File: config.mk
export PLATFORM = sky130hd
export DESIGN_NAME = mem_access_arbiter
export DESIGN_NICKNAME = d
export VERILOG_FILES = /design/src/rtl/mem_access_arbiter.sv
export SDC_FILE = /design/constraint.sdc
export NUM_CORES = 1
export LEC_CHECK = 0
export CAP_MARGIN = 10
export CORE_MARGIN = 4
export CORE_UTILIZATION = 30
export CTS_CLUSTER_DIAMETER = 60
export DETAILED_ROUTE_END_ITERATION = 8
export PLACE_DENSITY_LB_ADDON = 0.05
export SLEW_MARGIN = 20
export SYNTH_ARGS = -nofsm -noshare
export SYNTH_HDL_FRONTEND = slang
export SYNTH_SLANG_ARGS = --single-unit
export TNS_END_PERCENT = 10
File: constraint.sdc
create_clock -name clk -period 3.8 [get_ports clk]
set_input_delay 1.14 -clock clk [delete_from_list [all_inputs] [get_ports clk]]
set_output_delay 1.14 -clock clk [all_outputs]
set_load 0.1 [all_outputs]
File: src/rtl/mem_access_arbiter.sv
// Two-requester round-robin arbiter in front of a single-port memory.
// One access is in flight at a time: IDLE grants, ACCESS issues the strobe,
// WAIT absorbs read wait states, RESP captures read data for the owner.
module mem_access_arbiter (
  input  logic        clk,
  input  logic        reset,
  input  logic [1:0]  wait_cycles,
  input  logic        req0_valid,
  output logic        req0_ready,
  input  logic        req0_we,
  input  logic [9:0]  req0_addr,
  input  logic [15:0] req0_wdata,
  input  logic        req1_valid,
  output logic        req1_ready,
  input  logic        req1_we,
  input  logic [9:0]  req1_addr,
  input  logic [15:0] req1_wdata,
  output logic        rsp0_valid,
  output logic [15:0] rsp0_rdata,
  output logic        rsp1_valid,
  output logic [15:0] rsp1_rdata,
  output logic        mem_wr_en,
  output logic        mem_rd_en,
  output logic [9:0]  mem_addr,
  output logic [15:0] mem_wdata,
  input  logic [15:0] mem_rdata,
  output logic        busy
);

  typedef enum logic [1:0] {IDLE, ACCESS, WAIT, RESP} state_t;

  state_t     state_reg;
  logic       prio_reg;      // requester that wins when both are valid
  logic       owner_reg;     // requester of the access in flight
  logic       we_reg;        // latched direction of the access in flight
  logic [1:0] wait_reg;      // wait states captured at accept
  logic [1:0] cnt_reg;       // remaining wait states while in WAIT
  logic       grant0;
  logic       grant1;

  // Round-robin grant decision; only offered while idle so at most one fires.
  always_comb begin
    grant0 = 1'b0;
    grant1 = 1'b0;
    if (state_reg == IDLE) begin
      grant0 = req0_valid && (!req1_valid || !prio_reg);
      grant1 = req1_valid && (!req0_valid ||  prio_reg);
    end
  end

  assign req0_ready = grant0;
  assign req1_ready = grant1;
  assign busy       = (state_reg != IDLE);

  // Access sequencing FSM; memory address/data registers double as the
  // latched request fields, so they hold their value between accesses.
  always_ff @(posedge clk or posedge reset) begin
    if (reset) begin
      state_reg  <= IDLE;
      prio_reg   <= 1'b0;
      owner_reg  <= 1'b0;
      we_reg     <= 1'b0;
      wait_reg   <= 2'd0;
      cnt_reg    <= 2'd0;
      mem_wr_en  <= 1'b0;
      mem_rd_en  <= 1'b0;
      mem_addr   <= 10'd0;
      mem_wdata  <= 16'd0;
      rsp0_valid <= 1'b0;
      rsp1_valid <= 1'b0;
      rsp0_rdata <= 16'd0;
      rsp1_rdata <= 16'd0;
    end else begin
      // strobes and response pulses are single-cycle by default
      mem_wr_en  <= 1'b0;
      mem_rd_en  <= 1'b0;
      rsp0_valid <= 1'b0;
      rsp1_valid <= 1'b0;
      case (state_reg)
        IDLE: begin
          if (grant0 || grant1) begin
            owner_reg <= grant1;
            wait_reg  <= wait_cycles;
            // the pointer moves to whoever was not granted
            prio_reg  <= grant0;
            if (grant1) begin
              we_reg    <= req1_we;
              mem_addr  <= req1_addr;
              mem_wdata <= req1_wdata;
              mem_wr_en <= req1_we;
              mem_rd_en <= !req1_we;
            end else begin
              we_reg    <= req0_we;
              mem_addr  <= req0_addr;
              mem_wdata <= req0_wdata;
              mem_wr_en <= req0_we;
              mem_rd_en <= !req0_we;
            end
            state_reg <= ACCESS;
          end
        end
        ACCESS: begin
          if (we_reg) begin
            state_reg <= IDLE;
          end else if (wait_reg == 2'd0) begin
            state_reg <= RESP;
          end else begin
            cnt_reg   <= wait_reg;
            state_reg <= WAIT;
          end
        end
        WAIT: begin
          cnt_reg <= cnt_reg - 2'd1;
          if (cnt_reg == 2'd1) begin
            state_reg <= RESP;
          end
        end
        RESP: begin
          if (owner_reg) begin
            rsp1_rdata <= mem_rdata;
            rsp1_valid <= 1'b1;
          end else begin
            rsp0_rdata <= mem_rdata;
            rsp0_valid <= 1'b1;
          end
          state_reg <= IDLE;
        end
        default: state_reg <= IDLE;
      endcase
    end
  end

endmodule
# Yosys cells after proc, flatten, opt, wreduce, memory -nomap -nowiden

Cells that the tools add are included.

Register bits after elaboration: 71
Output and inout bits: 65
Logic and storage cells: 65

$add $sub $neg: 1
Eq/ne operators: 8
Mux-type cells: 22
Bitwise logic cells: 1
Reduce and logical (&&, ||, !) cells: 19

Operator list:

| operator                                                            | number |
|---|---|
| 16-bit two-way mux                                                  | 1 |
| 1-bit two-way mux                                                   | 13 |
| 10-bit two-way mux                                                  | 1 |
| 2-bit two-way mux                                                   | 5 |
| 2-bit one-hot mux with 4 select lines                               | 1 |
| 2-bit AND reduction                                                 | 4 |
| 2-bit != test (second input constant)                               | 3 |
| 1-bit logical NOT                                                   | 5 |
| 2-bit by 1-bit == test with 1-bit output (second input constant)    | 2 |
| 2-bit == test (second input constant)                               | 2 |
| 2-bit logical NOT                                                   | 2 |
| 2-bit one-hot mux with 2 select lines                               | 1 |
| 2-bit nonzero test                                                  | 2 |
| 1-bit logical OR                                                    | 3 |
| 3-bit AND reduction                                                 | 1 |
| 1-bit logical AND                                                   | 2 |
| 2-bit by 1-bit != test with 1-bit output (second input constant)    | 1 |
| 2-bit by 1-bit subtractor with 2-bit output (second input constant) | 1 |
| 1-bit NOT                                                           | 1 |

# Depth between registers and ports, before layout

Gate-level depths: netlist of run 1.

Depth after elaboration: 7
Mapped depth: 6
Mapped depth without buffers: 4

# Worst setup path before layout of run 1

OpenSTA, ideal clock, no wires.

Path kind: input to output
From: input req0_valid
To: output req0_ready
Arrival: 2.670 ns
Data required time: 2.660 ns
Slack: -0.010 ns
Cell stages on the path: 2
Path buffers: 0
Cells stage by stage: nand2_1 a21oi_1

Word-level cells in the longest chain between the ends: 2

Ends and longest elaborated chain:

| element           | line | text |
|---|---|---|
| start, declared   | 8    | `input logic req0_valid,` |
| 1-bit logical AND | 46   | `grant0 = req0_valid && (!req1_valid \|\| !prio_reg);` |
| 1-bit two-way mux | 45   | `if (state_reg == IDLE) begin` |
| end, declared     | 9    | `output logic req0_ready,` |

No other way between the ends.

# Worst setup path after layout of run 1

From: input req1_valid
To: output req1_ready

Word-level cells in the longest chain between the ends: 2

Ends and longest elaborated chain:

| element           | line | text |
|---|---|---|
| start, declared   | 13   | `input logic req1_valid,` |
| 1-bit logical AND | 47   | `grant1 = req1_valid && (!req0_valid \|\| prio_reg);` |
| 1-bit two-way mux | 45   |  |
| end, declared     | 14   | `output logic req1_ready,` |

No other way between the ends.

==> flow_metrics.env, run 1 <==
export IMPL_yosysWarnings=0
export IMPL_rows=37
export IMPL_met1_usage_pct=19.54
export IMPL_required_ns=2.66
export IMPL_cp_num_buf_inv=2
export IMPL_synthCells=275
export IMPL_slowest_delay_ns=0.54
export IMPL_synth_top_area_cell="dfrtp_1"
export IMPL_drc=0
export IMPL_vias_per_cell=4.878
export IMPL_finalSetupViolCount=0
export IMPL_drive_gt1_share_pct=30.84
export IMPL_fin_setup_tns_ns=0
export IMPL_drt_first_pass_iters=4
export IMPL_cts_hold_fix_buffers=0
export IMPL_period_share_pct=94.29
export IMPL_worst_setup_path_type="in -> out"
export IMPL_maxSlewViolCount=0
export IMPL_cts_buffer_depth=2
export IMPL_port_buffers=140
export IMPL_gr_total_overflow=0
export IMPL_diodes=0
export IMPL_finClkSkew_ns=0.009648
export IMPL_clk_pin_slew_worst_paths_ns=0.08
export IMPL_num_vias=2688
export IMPL_grt_max_degree=52
export IMPL_synthDistinctLibCells=34
export IMPL_die_w_um=110.7
export IMPL_synth_area_top_cells="dfrtp_1, mux2_2, a31oi_1"
export IMPL_cts_made_buffers=9
export IMPL_area_growth_pct=50.22
export IMPL_nNetsFinal=487
export IMPL_clkLatencyLatePin_ns=0.34
export IMPL_hold_class="reg -> reg"
export IMPL_finalHoldViolations=0
export IMPL_cp_data_arrival_time_ns=2.44
export IMPL_synth_top_area_share_pct=56.19
export IMPL_gr_usage_met2_pct=23.10
export IMPL_syn_avg_cell_area_um2=11.50
export IMPL_postPlaceCellArea_um2=4529
export IMPL_h_tree_depth=3
export IMPL_outcome="complete, no violations"
export IMPL_core_um2=10280
export IMPL_max_freq_mhz=279.1
export IMPL_max_cap_violations=0
export IMPL_drt_iter0_drc=102
export IMPL_grt_busiest_layer="met2"
export IMPL_path_max_fanout=5
export IMPL_cts_resized=0
export IMPL_met3_usage_pct=6.168
export IMPL_chipHeight_um=110.7
export IMPL_io_pins=141
export IMPL_synth_edf_count=0
export IMPL_synth_seq_cells=71
export IMPL_initial_utilization_pct=30.76
export IMPL_cts_tree="done"
export IMPL_fin_crit_ns=3.583
export IMPL_worst_setup_path_end_kind="output port"
export IMPL_finish_instance_area_um2=4750
export IMPL_grt_pass1_wl_um=14730
export IMPL_dp_hpwl_um=6217
export IMPL_worst_slew_pin_slew_ns=0.6718
export IMPL_syn_nets=352
export IMPL_top_regs="mem_wdata (16), rsp0_rdata (16), rsp1_rdata (16)"
export IMPL_cpMaxStageDelayCell="clkdlybuf4s50_1"
export IMPL_synth_ff_type="dfrtp_1"
export IMPL_track_usage_pct=15.01
export IMPL_rsz0062_at_grt="no"
export IMPL_antenna_found_initial=0
export IMPL_path_cells="clkdlybuf4s50_1, or3b_1, nor2_4, buf_12"
export IMPL_maxSlewHeadroom_pct=55.17
export IMPL_path_delay_family="buffers and inverters"
export IMPL_first_global_vias=2794
export IMPL_critPathLaunchType="primary input"
export IMPL_routed_wl_um=9155
export IMPL_netlist_area_um2=3162
export IMPL_cts_sinks=71
export IMPL_clock_tree_root_cell="clkbuf_8"
export IMPL_drtAntennaViolNets=0
export IMPL_async_reset_ff_share_pct=100.0
export IMPL_wl_per_cell_um=16.62
export IMPL_gp_congestion=0.7614
export IMPL_post_cts_setup_buffers=0
export IMPL_fp_dieArea_um2=12250
export IMPL_ys_seq_area_share_pct=56.19
-- cells in the final DEF (no fill, tap or decap), drive strengths merged --
master	Yosys	layout
clkdlybuf4s50	0	75
buf	15	73
dfrtp	71	71
mux2	34	34
a21oi	30	30
o21ai	29	29
nand3	28	28
a31oi	27	27
clkbuf	9	10
inv	5	7
nand3b	4	4
nor2	4	4
mux2i	2	2
a221oi	2	2
nand2b	2	2
nand2	2	2
clkinvlp	0	2
bufinv	0	2
nor2b	2	2
or3b	1	1
nor3b	1	1
or2	1	1
a21o	1	1
xor2	1	1
and3	1	1
a21boi	1	1
o32a	1	1
ha	1	1
-- cells in the mapped netlist, types with 2 or more instances --
library cell / count
buf_2: 9
a21oi_1: 30
buf_6: 6
mux2_1: 5
dfrtp_1: 71
o21ai_1: 8
o21ai_0: 20
a31oi_1: 27
mux2_2: 29
nor2_1: 2
a221oi_1: 2
nor2b_1: 2
mux2i_1: 2
inv_1: 5
nand3b_1: 3
nand2b_1: 2
nand3_1: 27
nand2_1: 2
clkbuf_1: 8
-- kinds of logic (layout without fill, tap and decap cells) --
group / count (synthesis) / count (layout) / share of synthesized area [%]
compound gates: 91 / 91 / 16.15
xor+xnor: 1 / 1 / 0.2771
fa+ha+maj: 1 / 1 / 0.3957
buf+inv: 29 / 169 / 5.263
flops: 71 / 71 / 56.19
mux: 36 / 36 / 12.74
simple gates: 46 / 46 / 8.984
-- layout make-up --
type	count	area, µm²
clock buffers	10	127.6
clock inverters	6	92.59
fillers	1017	5528
inverters	5	18.77
multi-input cells	175	1227
flip-flops and latches	71	1777
well taps	136	170.2
repair buffers	148	1336
-- through the flow --
stage | setup WS [ns] | utilization (%) | hold slack [ns] | instances
global route | 0.1735 | 46.21 | 0.5165 | 551
floorplan | 0.3873 | - | 0.5114 | 275
global placement | 0.2132 | 44.07 | 0.4772 | 535
CTS | 0.2063 | 46.21 | 0.5020 | 551
finish | 0.2171 | 46.21 | 0.4932 | 551
detailed placement | 0.2063 | 44.07 | 0.4822 | 535
-- metal layers --
metal | vias to the layer above | share of wire, % | routed length [µm]
li1 | 1283 | - | -
met1 | 1288 | 46 | 4192
met2 | 106 | 45 | 4160
met3 | 11 | 7.4 | 682
met4 | 0 | 1.3 | 119
met5 | - | 0 | 0
-- final timing paths --
kind | from | to | depth (start not counted) | slack [ns]
min in group asynchronous | reset | rsp1_rdata[2] | 2 | 1.13
hold reg to reg | rsp1_rdata[5] | rsp1_rdata[5] | 1 | 0.49
setup / recovery | req1_valid | req1_ready | 4 | 0.22
max in group asynchronous | reset | mem_wdata[7] | 3 | 2.01
hold / removal | rsp1_rdata[5] | rsp1_rdata[5] | 1 | 0.49
setup reg to reg | state_reg[0] | mem_wdata[15] | 6 | 1.36
Power of run 1 is not shown: default switching activity piles up to over one toggle a cycle in this logic, so the estimate is an artifact.
==> inputs of run 2 (changes only) <==
--- a/config.mk
+++ b/config.mk
@@ -7,7 +7,7 @@
 export LEC_CHECK = 0
 export CAP_MARGIN = 10
 export CORE_MARGIN = 4
-export CORE_UTILIZATION = 30
+export CORE_UTILIZATION = 45
 export CTS_CLUSTER_DIAMETER = 60
 export DETAILED_ROUTE_END_ITERATION = 8
 export PLACE_DENSITY_LB_ADDON = 0.05
==> run 2 against run 1 <==
- hold slack better by 0.0012 ns
- cell count is 7.3% lower
- design area is 1.3% lower
- critical path type unchanged
- first-iteration DRC count is 2.9% lower
- setup slack worse by 0.025 ns
- die area is 31% lower
- utilization is 23 points higher
- global-route usage is 5.3 points higher
- register-to-register slack better by 0.04 ns
==> flow_metrics.env, run 2 (synthesis gave the netlist of run 1 again) <==
export IMPL_clk_pin_slew_worst_paths_ns=0.07
export IMPL_vias_per_cell=5.344
export IMPL_cts_sinks=71
export IMPL_critPathLaunchType="primary input"
export IMPL_port_buffers=140
export IMPL_regArea_um2=1777
export IMPL_fin_setup_tns_ns=0
export IMPL_antenna_found_initial=0
export IMPL_path_max_fanout=5
export IMPL_max_cap_violations=0
export IMPL_grt_pass1_wl_um=13380
export IMPL_cp_data_arrival_time_ns=2.47
export IMPL_final_common_cell="clkdlybuf4s50_1"
export IMPL_drtAntennaViolNets=0
export IMPL_drt_iter0_drc=99
export IMPL_area_growth_pct=48.32
export IMPL_finClkSkew_ns=0.009149
export IMPL_worstRegToRegCells=6
export IMPL_drt_first_pass_iters=4
export IMPL_nNetsFinal=487
export IMPL_cts_tree="done"
export IMPL_clkLatencyLatePin_ns=0.35
export IMPL_grt_max_degree=33
export IMPL_fin_crit_ns=3.608
export IMPL_gr_total_overflow=0
export IMPL_io_pins=141
export IMPL_cts_buffer_depth=2
export IMPL_fp_dieArea_um2=8431
export IMPL_maxSlewHeadroom_pct=54.51
export IMPL_worst_setup_path_type="in -> out"
export IMPL_chipHeight_um=91.82
export IMPL_maxSlewViolCount=0
export IMPL_wl_per_cell_um=16.50
export IMPL_hold_class="reg -> reg"
export IMPL_finalSetupViolCount=0
export IMPL_core_um2=6794
export IMPL_hold_depth=1
export IMPL_clock_tree_root_cell="clkbuf_8"
export IMPL_rows=30
export IMPL_crit_path_end="req1_ready"
export IMPL_layout_common_cells="clkdlybuf4s50_1, dfrtp_1, buf_4"
export IMPL_top_regs="mem_wdata (16), rsp0_rdata (16), rsp1_rdata (16)"
export IMPL_num_vias=2731
export IMPL_post_cts_setup_buffers=0
export IMPL_max_freq_mhz=277.1
export IMPL_finalHoldViolations=0
export IMPL_initial_utilization_pct=46.54
export IMPL_cts_resized=0
export IMPL_die_w_um=91.82
export IMPL_outcome="complete, no violations"
export IMPL_reg2reg_to="mem_wr_en"
export IMPL_cts_hold_fix_buffers=0
export IMPL_h_tree_depth=3
export IMPL_r2r_slack_ns=1.40
export IMPL_rsz0062_at_grt="no"
export IMPL_required_ns=2.66
export IMPL_track_usage_pct=20.27
export IMPL_worst_slew_pin_slew_ns=0.6816
export IMPL_worst_setup_path_end_kind="output port"
export IMPL_period_share_pct=94.95
export IMPL_first_global_vias=2726
export IMPL_crit_start="req1_valid"
export IMPL_multi_input_area_um2=1227
export IMPL_gp_congestion=0.7431
export IMPL_drc=0
export IMPL_cts_made_buffers=9
export IMPL_dp_hpwl_um=5974
export IMPL_drive_gt1_share_pct=30.84
export IMPL_routed_wl_um=8430
export IMPL_fill_cells=545
export IMPL_diodes=0
-- run 2: changes by cell type in the layout (fill, tap and decap cells not counted), sizes merged --
cell	previous run	this run
clkbuf	10	11
inv	7	5
clkinv	0	2
clkinvlp	2	1
-- run 2: worst max-delay path, stage by stage --
cell and delay (ns):
clkdlybuf4s50_1 0.55, or3b_1 0.43, nor2_4 0.16, buf_12 0.18
-- run 2: layout make-up --
type	count	area share (%)
multi-input combinational	175	26.17
timing repair buffer	148	28.23
clock buffer	11	3.015
inverter	5	0.4002
clock inverter	5	1.734
sequential	71	37.89
tap	96	2.561
-- run 2: per-stage QoR --
stage | cell area (µm²) | setup slack (ns) | instances | hold slack [ns] | util (%)
floorplan | 3166 | 0.3873 | 275 | 0.5114 | -
global placement | 4467 | 0.2163 | 495 | 0.4765 | 65.75
detailed placement | 4467 | 0.1969 | 495 | 0.4835 | 65.75
CTS | 4690 | 0.1908 | 511 | 0.5002 | 69.02
global route | 4690 | 0.1474 | 511 | 0.5170 | 69.02
finish | 4690 | 0.1918 | 511 | 0.4945 | 69.02
-- run 2: worst min-delay path by stage --
stage,from,end
floorplan,prio_reg,prio_reg
global placement,rsp1_rdata[4],rsp1_rdata[4]
detailed placement,rsp1_rdata[15],rsp1_rdata[15]
CTS,rsp1_rdata[15],rsp1_rdata[15]
global route,rsp1_rdata[5],rsp1_rdata[5]
finish,rsp1_rdata[15],rsp1_rdata[15]
-- run 2: metal layers --
layer  vias up  part of all wire [%]  track usage [%]
met5         -                     0                0
met4         0                   1.5            8.787
met3         9                   8.2            6.235
met2       116                    49            33.05
met1      1329                    41            24.83
li1       1277                     -                -
Power of run 2 is left out for the same reason.
==> inputs of run 3 (changes only) <==
--- a/config.mk
+++ b/config.mk
@@ -5,6 +5,7 @@
 export SDC_FILE = /design/constraint.sdc
 export NUM_CORES = 1
 export LEC_CHECK = 0
+export ABC_AREA = 0
 export CAP_MARGIN = 10
 export CORE_MARGIN = 4
 export CORE_UTILIZATION = 45
==> results of run 3 <==
No change in the layout: final DEF, timing and power equal those of run 2.
Power of run 3 is left out for the same reason.
